**config.mk**
```make
export PLATFORM = sky130hd
export DESIGN_NAME = multiplier
export DESIGN_NICKNAME = d
export VERILOG_FILES = /design/src/rtl/mult_pkg.sv /design/src/rtl/prefix_adder64.sv /design/src/rtl/multiplier.sv
export SDC_FILE = /design/constraint.sdc
export NUM_CORES = 2
export LEC_CHECK = 0
export ABC_AREA = 0
export BUFFER_PORTS_ARGS = -buffer_cell sky130_fd_sc_hd__buf_4
export CAP_MARGIN = 0
export CORE_ASPECT_RATIO = 1.5
export CORE_MARGIN = 2
export CORE_UTILIZATION = 65
export DETAILED_ROUTE_END_ITERATION = 12
export PLACE_DENSITY = 0.83
export SKIP_LAST_GASP = 1
export SLEW_MARGIN = 20
export SYNTH_ARGS = -nofsm -noshare
export SYNTH_HDL_FRONTEND = slang
export SYNTH_SLANG_ARGS = --single-unit
```
**constraint.sdc**
```tcl
create_clock -name clock -period 18 [get_ports clock]
set_input_delay 0.9 -clock clock [delete_from_list [all_inputs] [get_ports clock]]
set_output_delay 0.9 -clock clock [all_outputs]
set_load 0.05 [all_outputs]
```
**src/rtl/mult_pkg.sv**
```systemverilog
// Shared definitions for the pipelined 32x32->64 unsigned multiplier.
//   MUL_W / PROD_W : operand and product widths
//   MUL_LATENCY    : edges from operand capture to product on out
//   csa_t / csa()  : 3:2 carry-save compressor on 64-bit rows
//   gp_t           : generate/propagate pair for the prefix adder
package mult_pkg;

  localparam int MUL_W       = 32;
  localparam int PROD_W      = 64;
  localparam int MUL_LATENCY = 4;

  typedef struct packed {
    logic [PROD_W-1:0] s;
    logic [PROD_W-1:0] c;
  } csa_t;

  typedef struct packed {
    logic [PROD_W-1:0] g;
    logic [PROD_W-1:0] p;
  } gp_t;

  // Carry is pre-shifted into its column weight; bit 63 of the raw carry
  // falls off, which is harmless because all arithmetic is mod 2^64.
  function automatic csa_t csa(input logic [PROD_W-1:0] x,
                               input logic [PROD_W-1:0] y,
                               input logic [PROD_W-1:0] z);
    csa_t r;
    r.s = x ^ y ^ z;
    r.c = ((x & y) | (x & z) | (y & z)) << 1;
    return r;
  endfunction

endpackage

```
**src/rtl/prefix_adder64.sv**
```systemverilog
// 64-bit Kogge-Stone parallel-prefix adder, carry-in 0, carry-out dropped.
// Ports:
//   x, y : addends
//   s    : x + y mod 2^64
module prefix_adder64
  import mult_pkg::*;
(
  input  logic [63:0] x,
  input  logic [63:0] y,
  output logic [63:0] s
);

  // One prefix level: combine each bit with the bit d positions below it.
  // Bits below d already hold their final group values and pass through.
  function automatic gp_t ks_level(input gp_t in, input int d);
    gp_t r;
    r = in;
    for (int i = d; i < PROD_W; i++) begin
      r.g[i] = in.g[i] | (in.p[i] & in.g[i-d]);
      r.p[i] = in.p[i] & in.p[i-d];
    end
    return r;
  endfunction

  gp_t lv0, lv1, lv2, lv3, lv4, lv5, lv6;

  assign lv0.g = x & y;
  assign lv0.p = x ^ y;

  assign lv1 = ks_level(lv0, 1);
  assign lv2 = ks_level(lv1, 2);
  assign lv3 = ks_level(lv2, 4);
  assign lv4 = ks_level(lv3, 8);
  assign lv5 = ks_level(lv4, 16);
  assign lv6 = ks_level(lv5, 32);

  // lv6.g[i] is the carry out of bit i; bit i+1 consumes it.
  assign s = lv0.p ^ {lv6.g[62:0], 1'b0};

  // Carry-out and final group-propagate are structurally present but unused.
  logic unused_prefix;
  assign unused_prefix = ^{lv6.g[63], lv6.p};

endmodule

```
**src/rtl/multiplier.sv**
```systemverilog
// Four-stage free-running unsigned 32x32->64 multiplier.
//   stage 1: operand registers
//   stage 2: AND-array partial products, CSA reduce 32 -> 7 rows
//   stage 3: CSA reduce 7 -> 2 rows (sum, carry)
//   stage 4: Kogge-Stone add, product register
// Ports:
//   a, b  : unsigned operands, captured every rising edge
//   out   : registered 64-bit product, valid 4 edges after capture
//   clock : rising-edge clock
//   reset : asynchronous active-high, clears all pipeline registers
module multiplier
  import mult_pkg::*;
(
  input  logic [MUL_W-1:0]  a,
  input  logic [MUL_W-1:0]  b,
  output logic [PROD_W-1:0] out,
  input  logic              clock,
  input  logic              reset
);

  logic [MUL_W-1:0]  a_q, b_q;
  logic [PROD_W-1:0] rows_d [7];
  logic [PROD_W-1:0] rows_q [7];
  logic [PROD_W-1:0] sum_d, carry_d, sum_q, carry_q;
  logic [PROD_W-1:0] out_d, out_q;

  // Stage 2: four CSA layers, 32 -> 22 -> 15 -> 10 -> 7 rows.
  logic [PROD_W-1:0] l0 [32];
  logic [PROD_W-1:0] l1 [22];
  logic [PROD_W-1:0] l2 [15];
  logic [PROD_W-1:0] l3 [10];
  csa_t              r2;

  always_comb begin
    r2 = '0;
    for (int i = 0; i < MUL_W; i++) begin
      l0[i] = {32'b0, a_q & {MUL_W{b_q[i]}}} << i;
    end
    for (int k = 0; k < 10; k++) begin
      r2 = csa(l0[3*k], l0[3*k+1], l0[3*k+2]);
      l1[2*k]   = r2.s;
      l1[2*k+1] = r2.c;
    end
    l1[20] = l0[30];
    l1[21] = l0[31];
    for (int k = 0; k < 7; k++) begin
      r2 = csa(l1[3*k], l1[3*k+1], l1[3*k+2]);
      l2[2*k]   = r2.s;
      l2[2*k+1] = r2.c;
    end
    l2[14] = l1[21];
    for (int k = 0; k < 5; k++) begin
      r2 = csa(l2[3*k], l2[3*k+1], l2[3*k+2]);
      l3[2*k]   = r2.s;
      l3[2*k+1] = r2.c;
    end
    for (int k = 0; k < 3; k++) begin
      r2 = csa(l3[3*k], l3[3*k+1], l3[3*k+2]);
      rows_d[2*k]   = r2.s;
      rows_d[2*k+1] = r2.c;
    end
    rows_d[6] = l3[9];
  end

  // Stage 3: four CSA layers, 7 -> 5 -> 4 -> 3 -> 2 rows.
  logic [PROD_W-1:0] n1 [5];
  logic [PROD_W-1:0] n2 [4];
  logic [PROD_W-1:0] n3 [3];
  csa_t              r3;

  always_comb begin
    r3 = csa(rows_q[0], rows_q[1], rows_q[2]);
    n1[0] = r3.s;
    n1[1] = r3.c;
    r3 = csa(rows_q[3], rows_q[4], rows_q[5]);
    n1[2] = r3.s;
    n1[3] = r3.c;
    n1[4] = rows_q[6];

    r3 = csa(n1[0], n1[1], n1[2]);
    n2[0] = r3.s;
    n2[1] = r3.c;
    n2[2] = n1[3];
    n2[3] = n1[4];

    r3 = csa(n2[0], n2[1], n2[2]);
    n3[0] = r3.s;
    n3[1] = r3.c;
    n3[2] = n2[3];

    r3 = csa(n3[0], n3[1], n3[2]);
    sum_d   = r3.s;
    carry_d = r3.c;
  end

  // Stage 4: final carry-propagate add.
  prefix_adder64 u_adder (
    .x(sum_q),
    .y(carry_q),
    .s(out_d)
  );

  always_ff @(posedge clock or posedge reset) begin
    if (reset) begin
      a_q     <= '0;
      b_q     <= '0;
      rows_q  <= '{default: '0};
      sum_q   <= '0;
      carry_q <= '0;
      out_q   <= '0;
    end else begin
      a_q     <= a;
      b_q     <= b;
      rows_q  <= rows_d;
      sum_q   <= sum_d;
      carry_q <= carry_d;
      out_q   <= out_d;
    end
  end

  assign out = out_q;

endmodule

```
==> impl_metrics.env <==
export IMPL_synth_edff_count=0
export IMPL_total_power_mw=8.55
export IMPL_die_y_um=325
export IMPL_status="completed"
export IMPL_cp_end_kind="flop"
export IMPL_relSlewSlack_pct=31.1
export IMPL_fin_hold_ws_ns=0.340
export IMPL_grt_pass1_wl_um=184000
export IMPL_ys_flop_type="dfrtp_1"
export IMPL_critical_path_top_delay_family="adder cells"
export IMPL_drtIter0Drc=2489
export IMPL_synth_seq_area_share_pct=29.1
export IMPL_critPathArrivalTime_ns=4.07
export IMPL_drv_slew=0
export IMPL_cpMostUsedCell="fa_1"
export IMPL_synthMostInstantiatedCell="fa_1"
export IMPL_p_sw_share_pct=47.6
export IMPL_cts_buffers=53
export IMPL_syn_cell_area_mm2=0.0447
export IMPL_synth_fa_ha_area_share_pct=46.7
export IMPL_vdd_drop_max_mv=0.211
export IMPL_ys_warn_count=0
export IMPL_clkLatencyLatePin_ns=0.65
export IMPL_htreeDepth=2
export IMPL_maxCapViolCount=0
export IMPL_drtAntennaViolNets=0
export IMPL_pin_count=130
export IMPL_tns_ns=0
export IMPL_dp_worst_setup_slack_ns=14.51
export IMPL_path_cells="nand2_1 > fa_1 > inv_1 > fa_1 > inv_1 > fa_1 > inv_1 > fa_1"
export IMPL_path_class="reg -> reg"
export IMPL_async_flop_share_pct=100
export IMPL_switchingPower_mw=4.07
export IMPL_area_growth_pct=8.05
export IMPL_post_dp_cell_area_mm2=0.0465
export IMPL_overflow=0
export IMPL_p_clk_share_pct=13.7
export IMPL_path_clk_slew_ns=0.06
export IMPL_max_slew_worst_pin_slew_ns=1.03
export IMPL_yosys_area_share_xor_xnor_pct=0.999
export IMPL_core_mm2=0.0679
export IMPL_syn_nets=5220
export IMPL_place_port_buffers=129
export IMPL_cts_resized_gates=0
export IMPL_nFillCells=4424
export IMPL_power_frac_seq_pct=22.7
export IMPL_post_drt_via_cell_ratio=5.86
export IMPL_slowest_delay_ns=0.98
export IMPL_nNetsFinal=5252
export IMPL_intPower_mw=4.48
export IMPL_die_area_mm2=0.0709
export IMPL_finalCritPeriodShare_pct=19.8
export IMPL_initial_utilization_pct=65.8
export IMPL_track_usage_pct=34.7
export IMPL_synthTopCellsByArea="fa_1 (41%), dfrtp_1 (29%), inv_1 (6.6%)"
export IMPL_p_leak_nw=24.2
export IMPL_wl_um=115000
export IMPL_synth_compound_area_share_pct=2.62
export IMPL_rows=117
export IMPL_min_path_type="reg -> reg"
export IMPL_post_cts_buffers=0
export IMPL_fp_dieW_um=218
export IMPL_antenna_found_initial=10
export IMPL_firstDrtPassIters=6
export IMPL_cp_required_ns=18.52
export IMPL_clock_fmax_mhz=281
export IMPL_synthSimpleGateAreaFrac_pct=12.2
export IMPL_combPwrFrac_pct=63.6
export IMPL_path_max_fanout=32
export IMPL_grt_max_degree=165
export IMPL_synth_top_family_by_area="adder cells"
export IMPL_start_kind="flop"
export IMPL_drc=0
export IMPL_skew_ns=0.0301
export IMPL_fin_area_mm2=0.0483
export IMPL_layout_min_cycle_time_ns=3.56
export IMPL_synthTopCellsByCount="fa_1 (908), inv_1 (791), nand2_1 (678)"
export IMPL_synth_top_area_share_pct=40.7
export IMPL_drive_gt1_share_pct=7.24
export IMPL_grt_pass1_vias=34068
export IMPL_setup_viol=0
export IMPL_cts_path_max_buffers=3
export IMPL_hold_viol=0
export IMPL_setup_ws_ns=14.44
export IMPL_synth_distinct_cells=56
export IMPL_cts_tree="built"
export IMPL_wl_per_cell_um=23.0
export IMPL_cts_hold_buf=0
export IMPL_synth_largest_area_cell="fa_1"
export IMPL_place_congestion=0.901
export IMPL_cts_sinks=519
export IMPL_grt_setup_unrepaired="false"
export IMPL_reg2reg_slack_ns=14.44
export IMPL_power_density_mw_per_mm2=177
export IMPL_dp_hpwl_um=78000
export IMPL_path_buf_inv=3
export IMPL_muxShareOfSynthArea_pct=0.0224
export IMPL_syn_inst=4032
export IMPL_dr_total_vias=29293
export IMPL_avgSynthCellArea_um2=11.1
export IMPL_worst_path_max_delay_cell="dfrtp_2"
export IMPL_root_buffer="clkbuf_16"
export IMPL_ys_ff_latch=519
-- sequential cells by signal, indices dropped and copies added (netlist names) --
name / flops
out: 64
rows_q: 241
carry_q: 55
a_q: 32
b_q: 32
sum_q: 63
n1: 32
-- power by group through the flow --
stage	clock (mW)	sequential (mW)	combinational, mW
after floorplan	0	2.13	2.97
after global placement	0	1.93	4.92
after detailed placement	0	1.95	5.24
after CTS	1.19	1.94	5.35
after global routing	1.24	1.98	5.99
final	1.17	1.94	5.44
-- worst reg2reg max path, cell delays in order (launching register included) --
cell,delay [ns]
dfrtp_2,0.98
nand2_1,0.23
fa_1,0.57
inv_1,0.05
fa_1,0.53
inv_1,0.06
fa_1,0.53
inv_1,0.05
fa_1,0.44
-- layout make-up --
class                           count  area, um^2  area share, %
Timing Repair Buffer              187        1420           2.94
Multi-Input combinational cell   2512       27900           57.9
Tap cell                          892        1120           2.31
Sequential cell                   519       13000           26.9
Antenna cell                        4        10.0         0.0207
Inverter                          791        2980           6.17
Clock buffer                       69        1460           3.02
Clock inverter                     27         364          0.754
-- worst paths after layout --
path / end / start / depth (start not counted)
worst max-delay path: rows_q[279]$_DFF_PP0_ / b_q[23]$_DFF_PP0_ / 8
worst min-delay path: out[7]$_DFF_PP0_ / sum_q[7]$_DFF_PP0_ / 0
worst max register to register: rows_q[279]$_DFF_PP0_ / b_q[23]$_DFF_PP0_ / 8
worst min register to register: out[7]$_DFF_PP0_ / sum_q[7]$_DFF_PP0_ / 0
max in group asynchronous: b_q[18]$_DFF_PP0_ / reset / 3
min in group asynchronous: carry_q[29]$_DFF_PP0_ / reset / 2
-- per-stage QoR --
step,utilization [%],instances
2_1_floorplan,-,4032
3_3_place_gp,68.4,4901
3_5_place_dp,68.4,4901
4_1_cts,71.1,4997
5_1_grt,71.1,4997
6_report,71.1,5001
-- per-layer routing --
| metal | global-route usage (%) | up-vias | part of all wire [%] |
|---|---|---|---|
| met3 | 9.57 | 630 | 11 |
| met4 | 20.7 | 6 | 7.4 |
| li1 | - | 11744 | - |
| met2 | 56.6 | 1969 | 49 |
| met1 | 41.2 | 14944 | 32 |
| met5 | 0 | - | 0.037 |
-- logic make-up (layout without fill, tap and decap cells) --
group / count (synthesis) / in the layout
and+or+nand+nor: 1159 / 1159
adders and majority gates: 1122 / 1122
buffers and inverters: 1001 / 1074
DFF: 519 / 519
AOI/OAI and AO/OA: 179 / 179
xor gates and xnor gates: 51 / 51
muxes: 1 / 1
other: 0 / 4
-- layout by cell type, fill, tap and decap left out, types with 7 or more instances in the layout --
master,count
nor2_1,37
o21bai_1,12
bufinv_16,7
inv_1,790
a21oi_1,63
nand2_1,678
xor2_1,19
a21o_1,31
ha_1,214
dfrtp_1,509
xnor2_1,32
o21ai_0,21
o21ai_1,8
clkbuf_1,10
buf_4,185
clkinv_2,9
nor3_1,11
dfrtp_2,10
nand4_1,14
clkbuf_16,54
and2_1,389
fa_1,908
nand3_1,9
Note: power is estimated with default switching activity, not from simulation.
